`config.mk`:
```
export PLATFORM = sky130hd
export DESIGN_NAME = alu_stim_range_gen_flat
export DESIGN_NICKNAME = d
export VERILOG_FILES = /design/src/rtl/alu_stim_range_gen_if.sv /design/src/rtl/alu_stim_range_gen.sv /design/src/flat_wrapper.sv
export SDC_FILE = /design/constraint.sdc
export NUM_CORES = 1
export LEC_CHECK = 0
export ABC_AREA = 1
export CAP_MARGIN = 30
export CORE_MARGIN = 1
export CORE_UTILIZATION = 43
export CTS_BUF_LIST = sky130_fd_sc_hd__clkbuf_4 sky130_fd_sc_hd__clkbuf_8
export DETAILED_ROUTE_END_ITERATION = 8
export SLEW_MARGIN = 20
export SYNTH_ARGS = -nofsm -noshare
export SYNTH_HDL_FRONTEND = slang
export SYNTH_SLANG_ARGS = --single-unit
export TNS_END_PERCENT = 100
```
`constraint.sdc`:
```
create_clock -name clk -period 7.5 [get_ports clk]
set_input_delay 1.5 -clock clk [delete_from_list [all_inputs] [get_ports clk]]
set_output_delay 1.5 -clock clk [all_outputs]
set_load 0.05 [all_outputs]
```
`src/rtl/alu_stim_range_gen_if.sv`:
```
// ALU input channel: valid/ready handshake carrying two operands and an opcode.
interface alu_stim_range_gen_if #(
  parameter int W   = 8,
  parameter int OPW = 3
);
  logic           out_valid;
  logic           out_ready;
  logic [W-1:0]   out_a;
  logic [W-1:0]   out_b;
  logic [OPW-1:0] out_op;

  modport master (output out_valid, out_a, out_b, out_op, input out_ready);
  modport slave  (input out_valid, out_a, out_b, out_op, output out_ready);
endinterface

```
`src/rtl/alu_stim_range_gen.sv`:
```
// alu_stim_range_gen: programmable operand/opcode stimulus source for the ALU input channel.
// Define ALU_STIM_CORNER_EN to build the CORNER sequence (mode 2); otherwise mode 2 behaves as RANGE.
module alu_stim_range_gen #(
  parameter int          OPERAND_MAX_DATA_WIDTH = 8,
  parameter int          OPCODE_WIDTH           = 3,
  parameter int          CNT_WIDTH              = 16,
  parameter logic [31:0] LFSR_SEED              = 32'h1ACE_B00C
) (
  input  logic                              clk,
  input  logic                              rst,
  input  logic                              start,
  input  logic [1:0]                        mode,
  input  logic [CNT_WIDTH-1:0]              num_tx,
  input  logic [OPERAND_MAX_DATA_WIDTH-1:0] a_min,
  input  logic [OPERAND_MAX_DATA_WIDTH-1:0] a_max,
  input  logic [OPERAND_MAX_DATA_WIDTH-1:0] b_min,
  input  logic [OPERAND_MAX_DATA_WIDTH-1:0] b_max,
  input  logic [OPCODE_WIDTH-1:0]           op_fixed,
  input  logic                              op_rand,
  alu_stim_range_gen_if.master              out_if,
  output logic                              busy,
  output logic                              done,
  output logic [CNT_WIDTH-1:0]              tx_count
);
  localparam int          W      = OPERAND_MAX_DATA_WIDTH;
  localparam int          OPW    = OPCODE_WIDTH;
  localparam logic [31:0] SEED   = (LFSR_SEED == 32'h0) ? 32'h1 : LFSR_SEED;
  localparam logic [1:0]  M_FULL = 2'd0;

  typedef enum logic [1:0] {S_IDLE, S_LOAD, S_GEN, S_DONE} state_t;
  state_t state, state_nxt;

  logic [1:0]           mode_q;
  logic [CNT_WIDTH-1:0] num_q;
  logic [W-1:0]         a_lo, a_hi, b_lo, b_hi;
  logic [OPW-1:0]       opf_q;
  logic                 opr_q;
  logic [31:0]          lfsr, lfsr_nxt;
  logic                 valid_q;
  logic [W-1:0]         a_q, b_q, nx_a, nx_b;
  logic [OPW-1:0]       op_q, nx_op;
  logic                 accept, last;

  function automatic logic [31:0] lfsr_step(input logic [31:0] s);
    return {1'b0, s[31:1]} ^ (s[0] ? 32'h8020_0003 : 32'h0);
  endfunction

  // Fold the masked draw back into [0,span]; lo+off never exceeds hi, so W bits suffice.
  function automatic logic [W-1:0] range_draw(input logic [W-1:0] lo, input logic [W-1:0] hi,
                                              input logic [W-1:0] r);
    logic [W-1:0] span, mask, off;
    logic [W:0]   sum;
    span = hi - lo;
    mask = span;
    for (int k = 1; k < W; k++) mask = mask | (mask >> k);
    off = r & mask;
    if (off > span) off = off - span - W'(1);
    sum = {1'b0, lo} + {1'b0, off};
    return sum[W-1:0];
  endfunction

`ifdef ALU_STIM_CORNER_EN
  localparam logic [1:0] M_CORNER = 2'd2;
  logic [CNT_WIDTH-1:0] idx;

  function automatic logic [W-1:0] corner_pick(input logic [W-1:0] lo, input logic [W-1:0] hi,
                                               input logic [1:0] sel);
    case (sel)
      2'd0:    return lo;
      2'd1:    return (lo < hi) ? lo + W'(1) : hi;
      2'd2:    return (hi > lo) ? hi - W'(1) : lo;
      default: return hi;
    endcase
  endfunction

  assign idx = (state == S_LOAD) ? '0 : tx_count + CNT_WIDTH'(1);
`endif

  // Next transaction is always drawn from the advanced LFSR value.
  always_comb begin
    lfsr_nxt = lfsr_step(lfsr);
    nx_a     = range_draw(a_lo, a_hi, lfsr_nxt[W-1:0]);
    nx_b     = range_draw(b_lo, b_hi, lfsr_nxt[16+W-1:16]);
    if (mode_q == M_FULL) begin
      nx_a = lfsr_nxt[W-1:0];
      nx_b = lfsr_nxt[16+W-1:16];
    end
`ifdef ALU_STIM_CORNER_EN
    else if (mode_q == M_CORNER) begin
      nx_a = corner_pick(a_lo, a_hi, idx[1:0]);
      nx_b = corner_pick(b_lo, b_hi, idx[3:2]);
    end
`endif
    nx_op = opr_q ? (lfsr_nxt[OPW-1:0] ^ lfsr_nxt[16+OPW-1:16]) : opf_q;
  end

  assign accept = valid_q & out_if.out_ready;
  assign last   = accept & (tx_count + CNT_WIDTH'(1) == num_q);

  always_ff @(posedge clk) begin
    if (rst) state <= S_IDLE;
    else     state <= state_nxt;
  end

  always_comb begin
    state_nxt = state;
    busy      = 1'b0;
    done      = 1'b0;
    case (state)
      S_IDLE: if (start) state_nxt = S_LOAD;
      S_LOAD: begin
        busy      = 1'b1;
        state_nxt = (num_q == '0) ? S_DONE : S_GEN;
      end
      S_GEN: begin
        busy = 1'b1;
        if (last) state_nxt = S_DONE;
      end
      default: begin
        done      = 1'b1;
        state_nxt = S_IDLE;
      end
    endcase
  end

  always_ff @(posedge clk) begin
    if (rst) begin
      mode_q   <= '0;
      num_q    <= '0;
      a_lo     <= '0;
      a_hi     <= '0;
      b_lo     <= '0;
      b_hi     <= '0;
      opf_q    <= '0;
      opr_q    <= 1'b0;
      lfsr     <= SEED;
      valid_q  <= 1'b0;
      a_q      <= '0;
      b_q      <= '0;
      op_q     <= '0;
      tx_count <= '0;
    end else begin
      case (state)
        S_IDLE: if (start) begin
          mode_q <= mode;
          num_q  <= num_tx;
          a_lo   <= (a_min > a_max) ? a_max : a_min;
          a_hi   <= (a_min > a_max) ? a_min : a_max;
          b_lo   <= (b_min > b_max) ? b_max : b_min;
          b_hi   <= (b_min > b_max) ? b_min : b_max;
          opf_q  <= op_fixed;
          opr_q  <= op_rand;
        end
        S_LOAD: begin
          lfsr     <= lfsr_nxt;
          tx_count <= '0;
          a_q      <= nx_a;
          b_q      <= nx_b;
          op_q     <= nx_op;
          valid_q  <= (num_q != '0);
        end
        S_GEN: if (accept) begin
          lfsr     <= lfsr_nxt;
          tx_count <= tx_count + CNT_WIDTH'(1);
          a_q      <= nx_a;
          b_q      <= nx_b;
          op_q     <= nx_op;
          valid_q  <= ~last;
        end
        default: ;
      endcase
    end
  end

  assign out_if.out_valid = valid_q;
  assign out_if.out_a     = a_q;
  assign out_if.out_b     = b_q;
  assign out_if.out_op    = op_q;
endmodule

```
`src/flat_wrapper.sv`:
```
// flat-port wrapper written by rule: the top's interface ports become plain ports
module alu_stim_range_gen_flat 
#(
  parameter int          OPERAND_MAX_DATA_WIDTH = 8,
  parameter int          OPCODE_WIDTH           = 3,
  parameter int          CNT_WIDTH              = 16,
  parameter logic [31:0] LFSR_SEED              = 32'h1ACE_B00C
)
  (clk, rst, start, mode, num_tx, a_min, a_max, b_min, b_max, op_fixed, op_rand, busy, done, tx_count, out_if_out_valid, out_if_out_a, out_if_out_b, out_if_out_op, out_if_out_ready);
  alu_stim_range_gen_if #(.W(8), .OPW(3)) out_if_i ();
  input  logic clk;
  input  logic rst;
  input  logic start;
  input  logic [1:0] mode;
  input  logic [CNT_WIDTH-1:0] num_tx;
  input  logic [OPERAND_MAX_DATA_WIDTH-1:0] a_min;
  input  logic [OPERAND_MAX_DATA_WIDTH-1:0] a_max;
  input  logic [OPERAND_MAX_DATA_WIDTH-1:0] b_min;
  input  logic [OPERAND_MAX_DATA_WIDTH-1:0] b_max;
  input  logic [OPCODE_WIDTH-1:0] op_fixed;
  input  logic op_rand;
  output logic busy;
  output logic done;
  output logic [CNT_WIDTH-1:0] tx_count;
  output wire logic [$bits(out_if_i.out_valid)-1:0] out_if_out_valid;
  output wire logic [$bits(out_if_i.out_a)-1:0] out_if_out_a;
  output wire logic [$bits(out_if_i.out_b)-1:0] out_if_out_b;
  output wire logic [$bits(out_if_i.out_op)-1:0] out_if_out_op;
  input wire logic [$bits(out_if_i.out_ready)-1:0] out_if_out_ready;
  assign out_if_out_valid = out_if_i.out_valid;
  assign out_if_out_a = out_if_i.out_a;
  assign out_if_out_b = out_if_i.out_b;
  assign out_if_out_op = out_if_i.out_op;
  assign out_if_i.out_ready = out_if_out_ready;
  alu_stim_range_gen #(.OPERAND_MAX_DATA_WIDTH(OPERAND_MAX_DATA_WIDTH), .OPCODE_WIDTH(OPCODE_WIDTH), .CNT_WIDTH(CNT_WIDTH), .LFSR_SEED(LFSR_SEED)) u_core (.clk(clk), .rst(rst), .start(start), .mode(mode), .num_tx(num_tx), .a_min(a_min), .a_max(a_max), .b_min(b_min), .b_max(b_max), .op_fixed(op_fixed), .op_rand(op_rand), .out_if(out_if_i), .busy(busy), .done(done), .tx_count(tx_count));
endmodule
```
==> results of run 1 <==
==> metrics by stage <==
step / power, mW / std cells / worst slack (ns) / instance area [sq um] / util
after floorplan: 3.285 / 1219 / 2.823 / 8247 / -
after global placement: 4.026 / 1510 / 1.870 / 9364 / 0.4989
after detailed placement: 4.018 / 1510 / 1.848 / 9364 / 0.4989
after CTS: 4.695 / 1542 / 1.802 / 9798 / 0.5221
after global routing: 5.151 / 1542 / 1.176 / 9798 / 0.5221
final: 4.696 / 1542 / 1.758 / 9798 / 0.5221
==> synth_stat cells, types with 2 or more instances <==
cell      instances
ha_1             67
and2_1            2
or2_2             9
nand2_2           8
inv_1           147
o211ai_1         25
nor3_1            3
buf_2             8
o21ai_1           3
clkbuf_1         33
o21ai_0         108
xnor2_1          12
nand3_1          69
a31oi_1           8
o21bai_1         11
dfxtp_1         124
nor2_2            5
xnor3_1           2
a21oi_1         139
buf_1             4
fa_1              6
nor2_1           79
xor2_1           25
nand3b_1          2
nand4_1          19
nand2_1         286
clkinv_1          2
==> flip-flops by register name (all words and copies together), names as in the netlist, 8 cells and up <==
name / cells
u_core.tx_count: 16
u_core.out_if.out_b: 8
u_core.b_hi: 8
u_core.a_hi: 8
u_core.a_lo: 8
u_core.lfsr: 32
u_core.out_if.out_a: 8
u_core.num_q: 16
u_core.b_lo: 8
==> final timing paths <==
path,from,to,slack (ns),cells past startpoint
setup / recovery,u_core.b_lo[0],u_core.out_if.out_b[6],1.76,35
hold / removal,u_core.lfsr[25],u_core.lfsr[25],0.46,2
setup reg to reg,u_core.b_lo[0],u_core.out_if.out_b[6],1.76,35
hold reg to reg,u_core.lfsr[25],u_core.lfsr[25],0.46,2
==> critical path: cells and delay by family (launching register included) <==
| family | cells | cell delay, ns |
|---|---|---|
| compound gates | 10 | 1.76 |
| xor+xnor | 1 | 0.26 |
| fa+ha+maj | 4 | 1.17 |
| buf+inv | 4 | 0.35 |
| flops | 1 | 0.37 |
| simple gates | 16 | 1.77 |
==> routing by layer <==
layer / global-route usage / part of all wire / vias to the layer above
met5: 0 / 0 / -
met4: 0.06407 / 0.012 / 0
met3: 0.03624 / 0.038 / 15
met2: 0.3603 / 0.44 / 147
met1: 0.3191 / 0.51 / 3542
li1: - / - / 4168
==> kinds of logic (layout without fill, tap and decap cells) <==
| group | after synthesis | count (layout) | share of synthesized area |
|---|---|---|---|
| adders and majority gates | 73 | 73 | 0.1162 |
| AOI/OAI and AO/OA | 299 | 299 | 0.1956 |
| buffers and inverters | 196 | 285 | 0.09088 |
| and+or+nand+nor | 487 | 487 | 0.2496 |
| xor gates and xnor gates | 40 | 40 | 0.04673 |
| DFF | 124 | 124 | 0.3010 |
==> power groups by stage <==
stage | Sequential (mW) | Combinational [mW] | Clock, mW
after floorplan | 1.12 | 2.17 | 0
after global placement | 1.01 | 3.02 | 0
after detailed placement | 1.01 | 3.01 | 0
after CTS | 0.997 | 3.03 | 0.667
after global routing | 1.02 | 3.44 | 0.693
final | 0.995 | 3.05 | 0.652
==> area by class of cell <==
cell class / count / area share
inverters: 150 / 0.05746
repair buffers: 103 / 0.1027
clock inverters: 6 / 0.01098
clock buffers: 26 / 0.03333
well taps: 234 / 0.02988
flip-flops and latches: 124 / 0.2534
multi-input cells: 899 / 0.5123
==> metrics.txt, run 1 <==
share of post-route cells with drive strength above 1=0.05581; Int Power=~2.3 mW; crit path time final=5.742 ns; initial antenna violation count=0; largest cells by area after synthesis=dfxtp_1 (30%), nand2_1 (13%), ha_1 (10%); synthesized net count=1350; fin crit share=0.7656; Sw Ratio=0.5029; Fin Hold WS=between 0.4 and 0.5 ns; TritonCTS Sinks=around 120; Final GP Congestion=~0.87; CTS H-tree depth=4; Die Span Y=around 140 um; nets=about 1400; Worst-path clk slew=0.07 ns; pin count of the biggest net entering global routing=56; global-route usage over all layers=0.2275; CP dominant cell by count=nand2_1; mapped cell area=just over 0.008 sq mm; post-CTS setup buffers=0; Seq/Total Area, Yosys=0.3010; number of global-route vias before repair=around 7200; ANT nets after route=0; post-synthesis area per instance=6.765 sq um; Flop pwr share=0.212; ant diodes=0; die area=roughly 0.020 sq mm; CTS tree=built; Slew HR=0.4440; most frequent cells in the layout=nand2_1 (284), inv_1 (146), a21oi_1 (139), dfxtp_1 (124), o21ai_0 (108); crit start category=flip-flop; Switching Power=approximately 2.4 mW; status=finished clean; setup TNS=0 ns; CORE AREA=around 0.019 sq mm; register area=between 0.002 and 0.0025 sq mm; clk_skew=slightly above 0.01 ns; clk buf depth=2; hpwl dp=16050 um; Gate power share=0.649; Yosys top cell by area=dfxtp_1; Setup Viol. Count Final=0; Initial Util=0.4394; Num CTS Buffers=17; clock power share=0.139; Vias=around 7900; # fillers=1901; RSZ-0062 raised after global routing=no; CP max FO=11; vias per inst=approximately 5.1; Cell variety after synth=40; Routed WL=21790 um; Hold Vio Cnt, Final=0; Post-synth EDFFs=0; area grow syn2layout=18.81%; Post-CTS Resized=0; I/O pin total=between 90 and 100; first-pass GRT wire length=35890 um; post-synth top area share=0.3010; PD cells=roughly 480 mW/mm^2; multi-input logic area=between 0.005 and 0.006 sq mm; Least-Margin Pin Slew=0.8340 ns; #FFs+latches synth=approximately 120; CP required=approximately 7.9 ns; Residual DRC=0; Max IR drop VDD=between 0.2 and 0.3 mV; Async SR Flop Fraction=0; commonest non-fill, non-tap cell in the layout=nand2_1; wire length per cell=approximately 14 um; crit path kind=reg2reg; CP Capture Type=flip-flop; Leak Pwr=4.396 nW; Mapped Cells=roughly 1200; CTS Hold Buffers Added=0; worst-skew pair later-pin latency=between 0.4 and 0.5 ns; Max Slew Vio Count=0; I/O Buffers=between 90 and 100; drt first pass iters=5; max-cap check violation count=0; Top FF cell, synth=dfxtp_1; warnings from Yosys=0; Initial DRC Count=between 400 and 500; critical path's slowest cell=a21oi_1; std cell rows=50; fmax=roughly 170 MHz; hold crit path type=reg2reg; Root Buffer=clkbuf_8; Slowest Stage Delay on Critical Path=0.65 ns; total gr overflow=0; Die W=~140 um; Crit path arrival time=6.13 ns
Power figures use the tool's default switching activity.
==> run 2: changes to the inputs <==
- clock period: 7.5 -> 5.8 ns (I/O delays scaled with it)
==> run 2 against run 1 <==
Net effect: non-clock buffer count rose by 1; first-iteration DRC count rose by 19%; combinational power rose by 33%; hold slack improved by 0.0024 ns; sequential cell count did not move; largest power group unchanged.
==> metrics.txt, run 2 (synthesis gave the netlist of run 1 again) <==
status=finished clean (unchanged); CTS tree=built (unchanged); initial antenna violation count=0 (unchanged); CP dominant cell by count=nand2_1 (unchanged); max FFs per register=32 (unchanged); Vias=8089 (was 7872); CP required=6.17 ns (was 7.89 ns); I/O Buffers=95 (unchanged); fin crit share=0.9032 (was 0.7656); ant diodes=0 (unchanged); Residual DRC=0 (unchanged); I/O pin total=96 (unchanged); total gr overflow=0 (unchanged); Die W=140.5 um (unchanged); Root Buffer=clkbuf_8 (unchanged); die area=0.01974 sq mm (unchanged); Slew HR=0.4235 (was 0.4440); Crit path arrival time=5.61 ns (was 6.13 ns); drt first pass iters=5 (unchanged); wire length per cell=14.63 um (was 14.13 um); CP max FO=8 (was 11); Setup Viol. Count Final=0 (unchanged); Final GP Congestion=0.8896 (was 0.8657); max-cap check violation count=0 (unchanged); first-pass GRT wire length=37030 um (was 35890 um); Max Slew Vio Count=0 (unchanged); Die Span Y=140.5 um (unchanged); PD cells=625.0 mW/mm^2 (was 479.2 mW/mm^2); pin count of the biggest net entering global routing=86 (was 56); std cell rows=50 (unchanged); dpl ws=0.3441 ns (was 1.848 ns); setup slack after layout=0.5617 ns (was 1.758 ns); hold crit path type=reg2reg (unchanged); crit path kind=reg2reg (unchanged); TritonCTS Sinks=124 (unchanged); fmax=190.9 MHz (was 174.2 MHz); area grow syn2layout=19.00% (was 18.81%); Least-Margin Pin Slew=0.8648 ns (was 0.8340 ns); Top Registers=u_core.lfsr: 32 flops, u_core.num_q: 16 flops, u_core.tx_count: 16 flops (unchanged); hpwl dp=16840 um (was 16050 um); crit start category=flip-flop (unchanged); Hold Vio Cnt, Final=0 (unchanged); commonest non-fill, non-tap cell in the layout=nand2_1 (unchanged); ANT nets after route=0 (unchanged); Fin Hold WS=0.4587 ns (was 0.4563 ns); nets=1427 (was 1426); CTS Hold Buffers Added=0 (unchanged); clk buf depth=2 (unchanged); worst-skew pair later-pin latency=0.43 ns (was 0.45 ns); vias per inst=5.242 (was 5.105); crit path time final=5.238 ns (was 5.742 ns); Num CTS Buffers=17 (unchanged); Slowest Stage Delay on Critical Path=0.42 ns (was 0.65 ns); Max IR drop VDD=0.4532 mV (was 0.2938 mV); CORE AREA=0.01877 sq mm (unchanged); CP Capture Type=flip-flop (unchanged); number of global-route vias before repair=7449 (was 7205); most frequent cells in the layout=nand2_1 (283), inv_1 (145), a21oi_1 (137), dfxtp_1 (124), o21ai_0 (106) (was nand2_1 (284), inv_1 (146), a21oi_1 (139), dfxtp_1 (124), o21ai_0 (108)); global-route usage over all layers=0.2365 (was 0.2275); CTS H-tree depth=4 (unchanged); Leak Pwr=4.371 nW (was 4.396 nW); Routed WL=22570 um (was 21790 um); clk_skew=0.009112 ns (was 0.01026 ns); share of post-route cells with drive strength above 1=0.06188 (was 0.05581); Initial Util=0.4394 (unchanged); critical path's slowest cell=fa_1 (was a21oi_1); largest reg by FF count=u_core.lfsr (unchanged); Worst-path clk slew=0.08 ns (was 0.07 ns); Initial DRC Count=535 (was 448)
## run 2: cell count changes in the layout (fill, tap and decap cells not counted), sizes merged
cell,delta
clkbuf,-7
clkinvlp,+4
clkinv,+2
inv,+2
buf,+1
bufinv,-1
## run 2: final timing paths
check | endpoint | slack, ns | start | cells after the start
max | u_core.out_if.out_a[6] | 0.56 | u_core.a_lo[0] | 36
min | u_core.lfsr[25] | 0.46 | u_core.lfsr[25] | 2
max reg2reg | u_core.out_if.out_a[6] | 0.56 | u_core.a_lo[0] | 36
min reg2reg | u_core.lfsr[25] | 0.46 | u_core.lfsr[25] | 2
## run 2: worst max-delay path, delay by kind of cell, from the launching register on
kind            cells  cell delay, ns
flops               1            0.36
simple gates       18            1.74
buf+inv             5            0.36
fa+ha+maj           5            1.51
xor+xnor            1            0.24
compound gates      7            0.94
## run 2: metal layers
metal  wire (um)  global-route usage
met1       10930              0.3231
met2        9992              0.3797
met3        1296             0.04684
met4         345             0.06293
met5           0                   0
## run 2: power by group
part | switching (mW) | internal [mW] | leakage, nW
Sequential | 0.200 | 1.10 | 1.02
Clock | 0.371 | 0.393 | 0.186
Combinational | 2.60 | 1.47 | 3.17
Total | 3.17 | 2.96 | 4.37
## run 2: cell type report
cell class,count,area [sq um]
timing repair buffer,104,1026
inverter,150,563.0
sequential,124,2482
clock buffer,19,249.0
multi-input combinational,899,5057
tap,234,292.8
clock inverter,13,142.6
fill,1905,8955
## run 2: stage by stage
step                       TNS, ns  utilization  instances  power, mW  area [sq um]
after detailed placement         0       0.4992       1509      5.251          9369
final                            0       0.5229       1543      6.133          9813
after global placement           0       0.4981       1508      5.266          9349
after global routing      -0.01171       0.5229       1543      6.750          9813
after floorplan                  0            -       1219      4.248          8247
after CTS                        0       0.5201       1541      6.050          9761
## run 2: what timing repair did
item,4_1_cts,5_1_grt
setup endpoints to repair,0,7
setup buffers,0,2
gates resized for setup,0,11
hold endpoints to repair,0,0
